--- src/rtl/lsu_pkg.sv ---
// rtl/lsu_pkg.sv - shared size/state encodings and RAM window defaults for the LSU
package lsu_pkg;

  typedef enum logic [1:0] {
    SZ_B = 2'd0,
    SZ_H = 2'd1,
    SZ_W = 2'd2,
    SZ_D = 2'd3
  } size_e;

  typedef enum logic [1:0] {
    IDLE   = 2'd0,
    ACCESS = 2'd1,
    RESP   = 2'd2
  } state_e;

  localparam logic [63:0] DEF_RAM_BASE = 64'h0000_0000_8000_0000;
  localparam logic [63:0] DEF_RAM_SIZE = 64'h0000_0000_0800_0000;

endpackage

--- src/rtl/lsu_align.sv ---
// rtl/lsu_align.sv - alignment check, store lane placement and load lane extraction
module lsu_align
  import lsu_pkg::*;
(
  input  logic [1:0]  chk_size,
  input  logic [2:0]  chk_offset,
  output logic        misalign,
  input  logic [1:0]  size,
  input  logic [2:0]  offset,
  input  logic        is_unsigned,
  input  logic [63:0] wdata,
  input  logic [63:0] rd_data,
  output logic [63:0] wmask,
  output logic [63:0] wr_data,
  output logic [63:0] rdata_ext
);

  logic [5:0]  shamt;
  logic [7:0]  byte_mask;
  logic [63:0] lane;

  assign shamt   = {offset, 3'b000};
  assign wr_data = wdata << shamt;
  assign lane    = rd_data >> shamt;

  // Checked against the incoming request, not the latched one.
  always_comb begin
    misalign = 1'b0;
    case (chk_size)
      SZ_H:    misalign = chk_offset[0];
      SZ_W:    misalign = |chk_offset[1:0];
      SZ_D:    misalign = |chk_offset;
      default: misalign = 1'b0;
    endcase
  end

  always_comb begin
    byte_mask = 8'h00;
    case (size)
      SZ_B:    byte_mask = 8'h01;
      SZ_H:    byte_mask = 8'h03;
      SZ_W:    byte_mask = 8'h0F;
      default: byte_mask = 8'hFF;
    endcase
    byte_mask = byte_mask << offset;
    wmask = '0;
    for (int i = 0; i < 8; i++) begin
      wmask[i*8 +: 8] = {8{byte_mask[i]}};
    end
  end

  always_comb begin
    rdata_ext = '0;
    case (size)
      SZ_B:    rdata_ext = is_unsigned ? {56'b0, lane[7:0]}  : {{56{lane[7]}},  lane[7:0]};
      SZ_H:    rdata_ext = is_unsigned ? {48'b0, lane[15:0]} : {{48{lane[15]}}, lane[15:0]};
      SZ_W:    rdata_ext = is_unsigned ? {32'b0, lane[31:0]} : {{32{lane[31]}}, lane[31:0]};
      default: rdata_ext = lane;
    endcase
  end

endmodule

--- src/rtl/lsu_mem_access.sv ---
// rtl/lsu_mem_access.sv - load/store unit driving the unified RAM data port
// Optional address range fault enabled by defining LSU_RANGE_CHECK_EN.
module lsu_mem_access
  import lsu_pkg::*;
#(
  parameter logic [63:0] RAM_BASE = DEF_RAM_BASE,
  parameter logic [63:0] RAM_SIZE = DEF_RAM_SIZE
) (
  input  logic        clk,
  input  logic        rst,
  input  logic        req_valid,
  output logic        req_ready,
  input  logic        req_wen,
  input  logic [1:0]  req_size,
  input  logic        req_unsigned,
  input  logic [63:0] req_addr,
  input  logic [63:0] req_wdata,
  output logic        resp_valid,
  input  logic        resp_ready,
  output logic [63:0] resp_rdata,
  output logic        resp_misalign,
  output logic        resp_fault,
  output logic        ram_rd_en,
  output logic        ram_wr_en,
  output logic [63:0] ram_wmask,
  output logic [63:0] ram_addr,
  output logic [63:0] ram_wr_data,
  input  logic [63:0] ram_rd_data
);

  state_e      state;
  logic        r_wen;
  logic        r_unsigned;
  logic [1:0]  r_size;
  logic [63:0] r_addr;
  logic [63:0] r_wdata;

  logic        req_fire;
  logic        misalign_now;
  logic        fault_now;
  logic        in_access;
  logic [63:0] wmask_w;
  logic [63:0] wr_data_w;
  logic [63:0] rdata_w;

  assign req_ready = (state == IDLE) && !rst;
  assign req_fire  = req_valid && req_ready;
  assign in_access = (state == ACCESS);

`ifdef LSU_RANGE_CHECK_EN
  logic [64:0] end_addr;
  assign end_addr  = {1'b0, req_addr} + (65'd1 << req_size);
  assign fault_now = (req_addr < RAM_BASE) ||
                     (end_addr > ({1'b0, RAM_BASE} + {1'b0, RAM_SIZE}));
`else
  logic unused_range;
  assign unused_range = ^{RAM_BASE, RAM_SIZE};
  assign fault_now    = 1'b0;
`endif

  lsu_align u_align (
    .chk_size    (req_size),
    .chk_offset  (req_addr[2:0]),
    .misalign    (misalign_now),
    .size        (r_size),
    .offset      (r_addr[2:0]),
    .is_unsigned (r_unsigned),
    .wdata       (r_wdata),
    .rd_data     (ram_rd_data),
    .wmask       (wmask_w),
    .wr_data     (wr_data_w),
    .rdata_ext   (rdata_w)
  );

  // Write enable also looks at rst so a reset landing on ACCESS blocks the write.
  assign ram_rd_en   = in_access && !r_wen;
  assign ram_wr_en   = in_access && r_wen && !rst;
  assign ram_addr    = in_access ? {r_addr[63:3], 3'b000} : '0;
  assign ram_wmask   = in_access ? wmask_w : '0;
  assign ram_wr_data = in_access ? wr_data_w : '0;

  always_ff @(posedge clk) begin
    if (rst) begin
      state         <= IDLE;
      resp_valid    <= 1'b0;
      resp_rdata    <= '0;
      resp_misalign <= 1'b0;
      resp_fault    <= 1'b0;
      r_wen         <= 1'b0;
      r_unsigned    <= 1'b0;
      r_size        <= '0;
      r_addr        <= '0;
      r_wdata       <= '0;
    end else begin
      case (state)
        IDLE: begin
          if (req_fire) begin
            r_wen         <= req_wen;
            r_unsigned    <= req_unsigned;
            r_size        <= req_size;
            r_addr        <= req_addr;
            r_wdata       <= req_wdata;
            resp_rdata    <= '0;
            resp_misalign <= misalign_now;
            resp_fault    <= fault_now;
            if (misalign_now || fault_now) begin
              state      <= RESP;
              resp_valid <= 1'b1;
            end else begin
              state <= ACCESS;
            end
          end
        end
        ACCESS: begin
          state      <= RESP;
          resp_valid <= 1'b1;
          resp_rdata <= r_wen ? '0 : rdata_w;
        end
        RESP: begin
          if (resp_ready) begin
            state      <= IDLE;
            resp_valid <= 1'b0;
          end
        end
        default: state <= IDLE;
      endcase
    end
  end

endmodule

--- config.mk ---
export PLATFORM = sky130hd
export DESIGN_NAME = lsu_mem_access
export DESIGN_NICKNAME = d
export VERILOG_FILES = /design/src/rtl/lsu_pkg.sv /design/src/rtl/lsu_align.sv /design/src/rtl/lsu_mem_access.sv
export SDC_FILE = /design/constraint.sdc
export NUM_CORES = 1
export LEC_CHECK = 0
export BUFFER_PORTS_ARGS = -buffer_cell sky130_fd_sc_hd__clkbuf_2
export CORE_UTILIZATION = 35
export CTS_CLUSTER_DIAMETER = 150
export DETAILED_ROUTE_END_ITERATION = 6
export PLACE_DENSITY = 0.59
export SLEW_MARGIN = 10
export SYNTH_ARGS = -nofsm -noshare
export SYNTH_HDL_FRONTEND = slang
export SYNTH_HIERARCHICAL = 1
export SYNTH_SLANG_ARGS = --single-unit
export TNS_END_PERCENT = 100
--- constraint.sdc ---
create_clock -name clk -period 2.2 [get_ports clk]
set_input_delay 0.11 -clock clk [delete_from_list [all_inputs] [get_ports clk]]
set_output_delay 0.11 -clock clk [all_outputs]
set_load 0.1 [all_outputs]
# Yosys cells after proc, flatten, opt, wreduce, memory -nomap -nowiden
# Index checks and enable logic that the tools add are counted.
# op_classes
eq_ne,10
shifts,3
n_mux,20
n_reduce_logical,17
# op_table
operator,n
$mux W64,8
$pmux W64 S3,1
$pmux W64 S2,1
$shl A64 B6 Y64,1
$shr A64 B6 Y64,1
$pmux W8 S3,1
$eq A2 B2 Y1 const B,4
$shl A8 B3 Y8,1
$eq A2 B1 Y1 const B,3
$mux W2,3
$ne A2 B2 Y1 const B,3
$pmux W1 S3,2
$pmux W2 S3,1
$reduce_and A2 Y1,3
$logic_and A1 B1 Y1,5
$logic_not A2 Y1,2
$reduce_and A4 Y1,1
$mux W1,3
$reduce_bool A3 Y1,1
$reduce_or A3 Y1,1
$logic_not A1 Y1,2
$reduce_bool A2 Y1,1
$reduce_or A2 Y1,1
# totals
register_bits,200
elab_cells,59

# Logic depth before layout (Yosys ltp)
# depth
word_depth,5
ltp_mapped,10
depth_no_buf,5

# By module
# The synthesis kept the hierarchy.
# modules_own_cells
module,n_inst,cells_per_inst,area_per_inst_um2,seq_area_each_um2
lsu_mem_access,1,811,8849.7,4003.8
lsu_align,1,642,4743.3,0.0

# Worst setup path before layout
# No wires, ideal clock.
# synth_path
path_type,register -> output
startpoint,register r_addr[2]
endpoint,output ram_wmask[33]
arrival_ps,2891
required_time_ps,2090
slack_ps,-801
path_stages_with_launch,10
path_buffers,6
path_cell_list,dfxtp_1 > buf_2 > buf_2 > buf_4 > buf_4 > buf_4 > a21oi_1 > o32ai_1 > buf_4 > and2_1
# synth_between
elab_chain_cells,2
# synth_lines
item,line_no,text
start: declaration,lsu_mem_access.sv:35,logic [63:0] r_addr;
start signal: assignment,lsu_mem_access.sv:101,r_addr <= req_addr;
$shl A8 B3 Y8,lsu_align.sv:45,byte_mask = byte_mask << offset;
via wmask_w[32],lsu_mem_access.sv:42,logic [63:0] wmask_w;
$mux W64,lsu_mem_access.sv:79,assign ram_wmask = in_access ? wmask_w : '0;
end: declaration,lsu_mem_access.sv:25,"output logic [63:0] ram_wmask,"
# The timed path passes the listed nets, and every way through them passes these cells.

# Worst setup path in the final report
# layout_path
startpoint,register r_addr[1]
endpoint,output ram_wr_data[48]
# layout_between
elab_chain_cells,2
# layout_lines
item,line_no,text
$shl A64 B6 Y64,lsu_align.sv:23,assign wr_data = wdata << shamt;
via wr_data_w[48],lsu_mem_access.sv:43,logic [63:0] wr_data_w;
$mux W64,lsu_mem_access.sv:80,assign ram_wr_data = in_access ? wr_data_w : '0;
end: declaration,lsu_mem_access.sv:27,"output logic [63:0] ram_wr_data,"
# The timed path passes the listed nets, and every way through them passes these cells.

==> results.ini <==
[detailed_routing]
vias_per_cell = 5.360
wl_microns = 54430
ant_nets = 0
met1_length_microns = 21980
wl_met2_microns = 25970
vias = 13460
top_layer = met4
drc = 0
wl_per_cell_microns = 21.67
wl_met3_microns = 4723
drt-initial-drc-count = 1119
dr.pass1.iters = 5

[floorplanning]
dieHeight_microns = 199.1
io_pins = 462
fp.coreArea_sq_um = 37930
die_w_microns = 199.1
start_util = 0.3583
die_area_sq_um = 39630
num_rows = 71

[setup_path]
critPathMaxStageDelay_ns = 0.40
setup.worst_path.end = ram_wr_data[48]
startpoint_type = register
timing.rr.end = resp_rdata[30]
critPathArrivalTime_ns = 2.23
crit_type = reg -> out
crit_slowest_cell = dfxtp_4
cp_cell_sequence = buf_6 > buf_16 > buf_4 > mux2i_4 > nor2_1 > a21oi_2 > mux2i_1 > and2_4 > buf_12
r2r_setup_slack_ns = -0.11
reg2reg_from = r_addr[1]
startpoint = r_addr[1]
r2r_cells = 8
critPathRequiredTime_ns = 2.09
cp_max_fo = 6
cp-end-kind = output port

[timing]
worst_slack_ns = -0.1391
fin_skew_ns = 0.01605
rsz0062_at_grt = yes
hold_violations = 0
drv_slew = 0
worstMarginPinSlew_ns = 1.130
fin_setup_tns_ns = -4.281
max_clock_freq_mhz = 427.5
finalCriticalPeriod_ns = 2.339
setup_viol = 96
maxSlewHeadroom = 0.2455
min_period_over_period = 1.063

[clocking]
insertion_delay_ns = 0.46
numCtsBuffers = 17
h-tree-depth = 4
clk_pin_slew_ns = 0.08
cts_tree = yes
clk_path_buf_depth = 2
clock_sinks = 200
root_buffer = clkbuf_16

[placement]
place_hpwl_microns = 35950
gp_congestion = 0.9691
dp.cells = 2276
port_buffers = 457
place_area_sq_um = 18920

[power]
peakVddDrop_mv = 0.5445
p_leak_nw = 9.513
power_density_nw_per_um2 = 539.9
totalPowerFinal_mw = 12.07

[finish]
nFillCells = 3094
final_common_cell = clkbuf_2
layout_common_cells = clkbuf_2, dfxtp_1, buf_12, nor2b_1, dlygate4sd3_1
instances_no_fill = 2512
postLayoutCellArea_sq_um = 22350
finalNetCount = 2179
area_growth_pct = 64.42
drive_gt1_frac = 0.5085

[global_routing]
grt_pass1_vias = 13100
grt_antenna_before_repair = 7
grt_overflow_total = 0
grt_max_degree = 125
grt_pass1_wl_microns = 77680
grt.total_usage = 0.2577

[synthesis]
synth_cell_type_count = 47
netlist_area_sq_um = 13590
synth_area_leaders = dfxtp_1, mux2i_1, and2_1
seq_area_frac_synth = 0.2946
yosys_warnings = 6
syn_inst = 1453
yosysTopAreaCell = dfxtp_1
ys_seq_elements = 200
yosysTopAreaCellShare = 0.2946
syn-mean-instance-area_sq_um = 9.355

[worst_hold_path]
hp-class = in -> reg

[run_status]
outcome = finished with violations
violations = setup timing

[job]
drv_cap = 0

==> critical path: cells and delay by family, from the launching register on <==
| kind | cells | cell delay, ns |
|---|---|---|
| buf+inv | 4 | 0.62 |
| flops | 1 | 0.40 |
| mux | 2 | 0.35 |
| simple gates | 2 | 0.34 |
| compound gates | 1 | 0.06 |
==> report_power, final <==
group / switching (mW) / leakage (nW) / internal, mW / total (mW)
Combinational: 2.55 / 7.58 / 2.13 / 4.68
Sequential: 0.272 / 1.64 / 3.87 / 4.15
Clock: 1.68 / 0.290 / 1.56 / 3.24
Total: 4.51 / 9.51 / 7.56 / 12.1
==> cell families after synthesis <==
| group | count (synthesis) | share of synthesized area |
|---|---|---|
| multiplexers | 314 | 0.2829 |
| AO/OA/AOI/OAI | 209 | 0.1176 |
| flip-flops | 200 | 0.2946 |
| buffers and inverters | 208 | 0.08652 |
| other | 1 | 0.0002759 |
| AND/OR/NAND/NOR | 521 | 0.2182 |
==> Yosys cell counts (all sizes together) <==
master	number
o21bai	1
a22o	2
nand3	10
a211oi	4
a2111oi	1
clkbuf	74
mux2i	128
nor2	67
o21a	1
o211ai	8
o31ai	1
buf	130
or2	1
and3b	2
o22ai	17
inv	3
nor3b	2
and2	199
o32ai	1
a22oi	3
o21ai	45
a32o	64
o2bb2ai	9
mux2	164
nand2b	6
dfxtp	200
mux4	22
nand4	25
o22a	7
nor3	3
nor2b	148
nor4b	1
a21oi	30
nand2	54
clkinv	1
conb	1
o2111ai	8
or4b	3
a2bb2oi	7
==> state kept, by name, indices dropped and copies added, names as in the netlist <==
register / count
r_wen: 1
resp_valid: 1
resp_misalign: 1
r_unsigned: 1
state: 2
r_size: 2
resp_rdata: 64
r_wdata: 64
r_addr: 64
==> final cells by class <==
class                   instances  area, sq um  share of cell area
diodes                          9        22.52            0.001008
multi-input cells            1049         9245              0.4136
inverters                       4        15.01           0.0006718
flip-flops and latches        200         4020              0.1799
clock buffers                  18        439.2             0.01965
well taps                     511        639.4             0.02861
clock inverters                14        162.7            0.007278
repair buffers                707         7806              0.3493
==> routing by layer <==
| metal | GRT usage | vias to the layer above |
|---|---|---|
| met1 | 0.3214 | 6509 |
| met2 | 0.4266 | 704 |
| met5 | 0 | - |
| met4 | 0.09345 | 0 |
| met3 | 0.06515 | 106 |
| li1 | - | 6145 |
==> worst min-delay path by stage <==
stage / startpoint / endpoint / cells after the start / slack, ns
after floorplan: req_addr[10] / r_addr[10] / 1 / 0.25
after global placement: req_wdata[30] / r_wdata[30] / 2 / 0.34
after detailed placement: req_addr[25] / r_addr[25] / 2 / 0.34
after CTS: req_valid / state[1] / 3 / 0.02
after global routing: req_valid / state[1] / 3 / 0.03
final: req_valid / state[1] / 3 / 0.04
==> per-stage QoR <==
step,setup slack [ns],util,hold slack [ns]
after floorplan,-0.1357,-,0.2534
after global placement,0.04903,0.4988,0.3370
after detailed placement,0.04533,0.4988,0.3390
after CTS,-0.1200,0.5741,0.02422
after global routing,-0.2057,0.5891,0.03173
final,-0.1391,0.5892,0.03591
==> timing repair <==
| item | in CTS | in global routing |
|---|---|---|
| pin swaps | 20 | 25 |
| hold endpoints to repair | 134 | 0 |
| hold buffers | 133 | 0 |
| setup endpoints to repair | 149 | 203 |
| buffers inserted | 36 | 11 |
| gates cloned | 10 | 9 |
| resized for setup | 124 | 106 |
No activity file was read; power rests on OpenSTA's default activity.
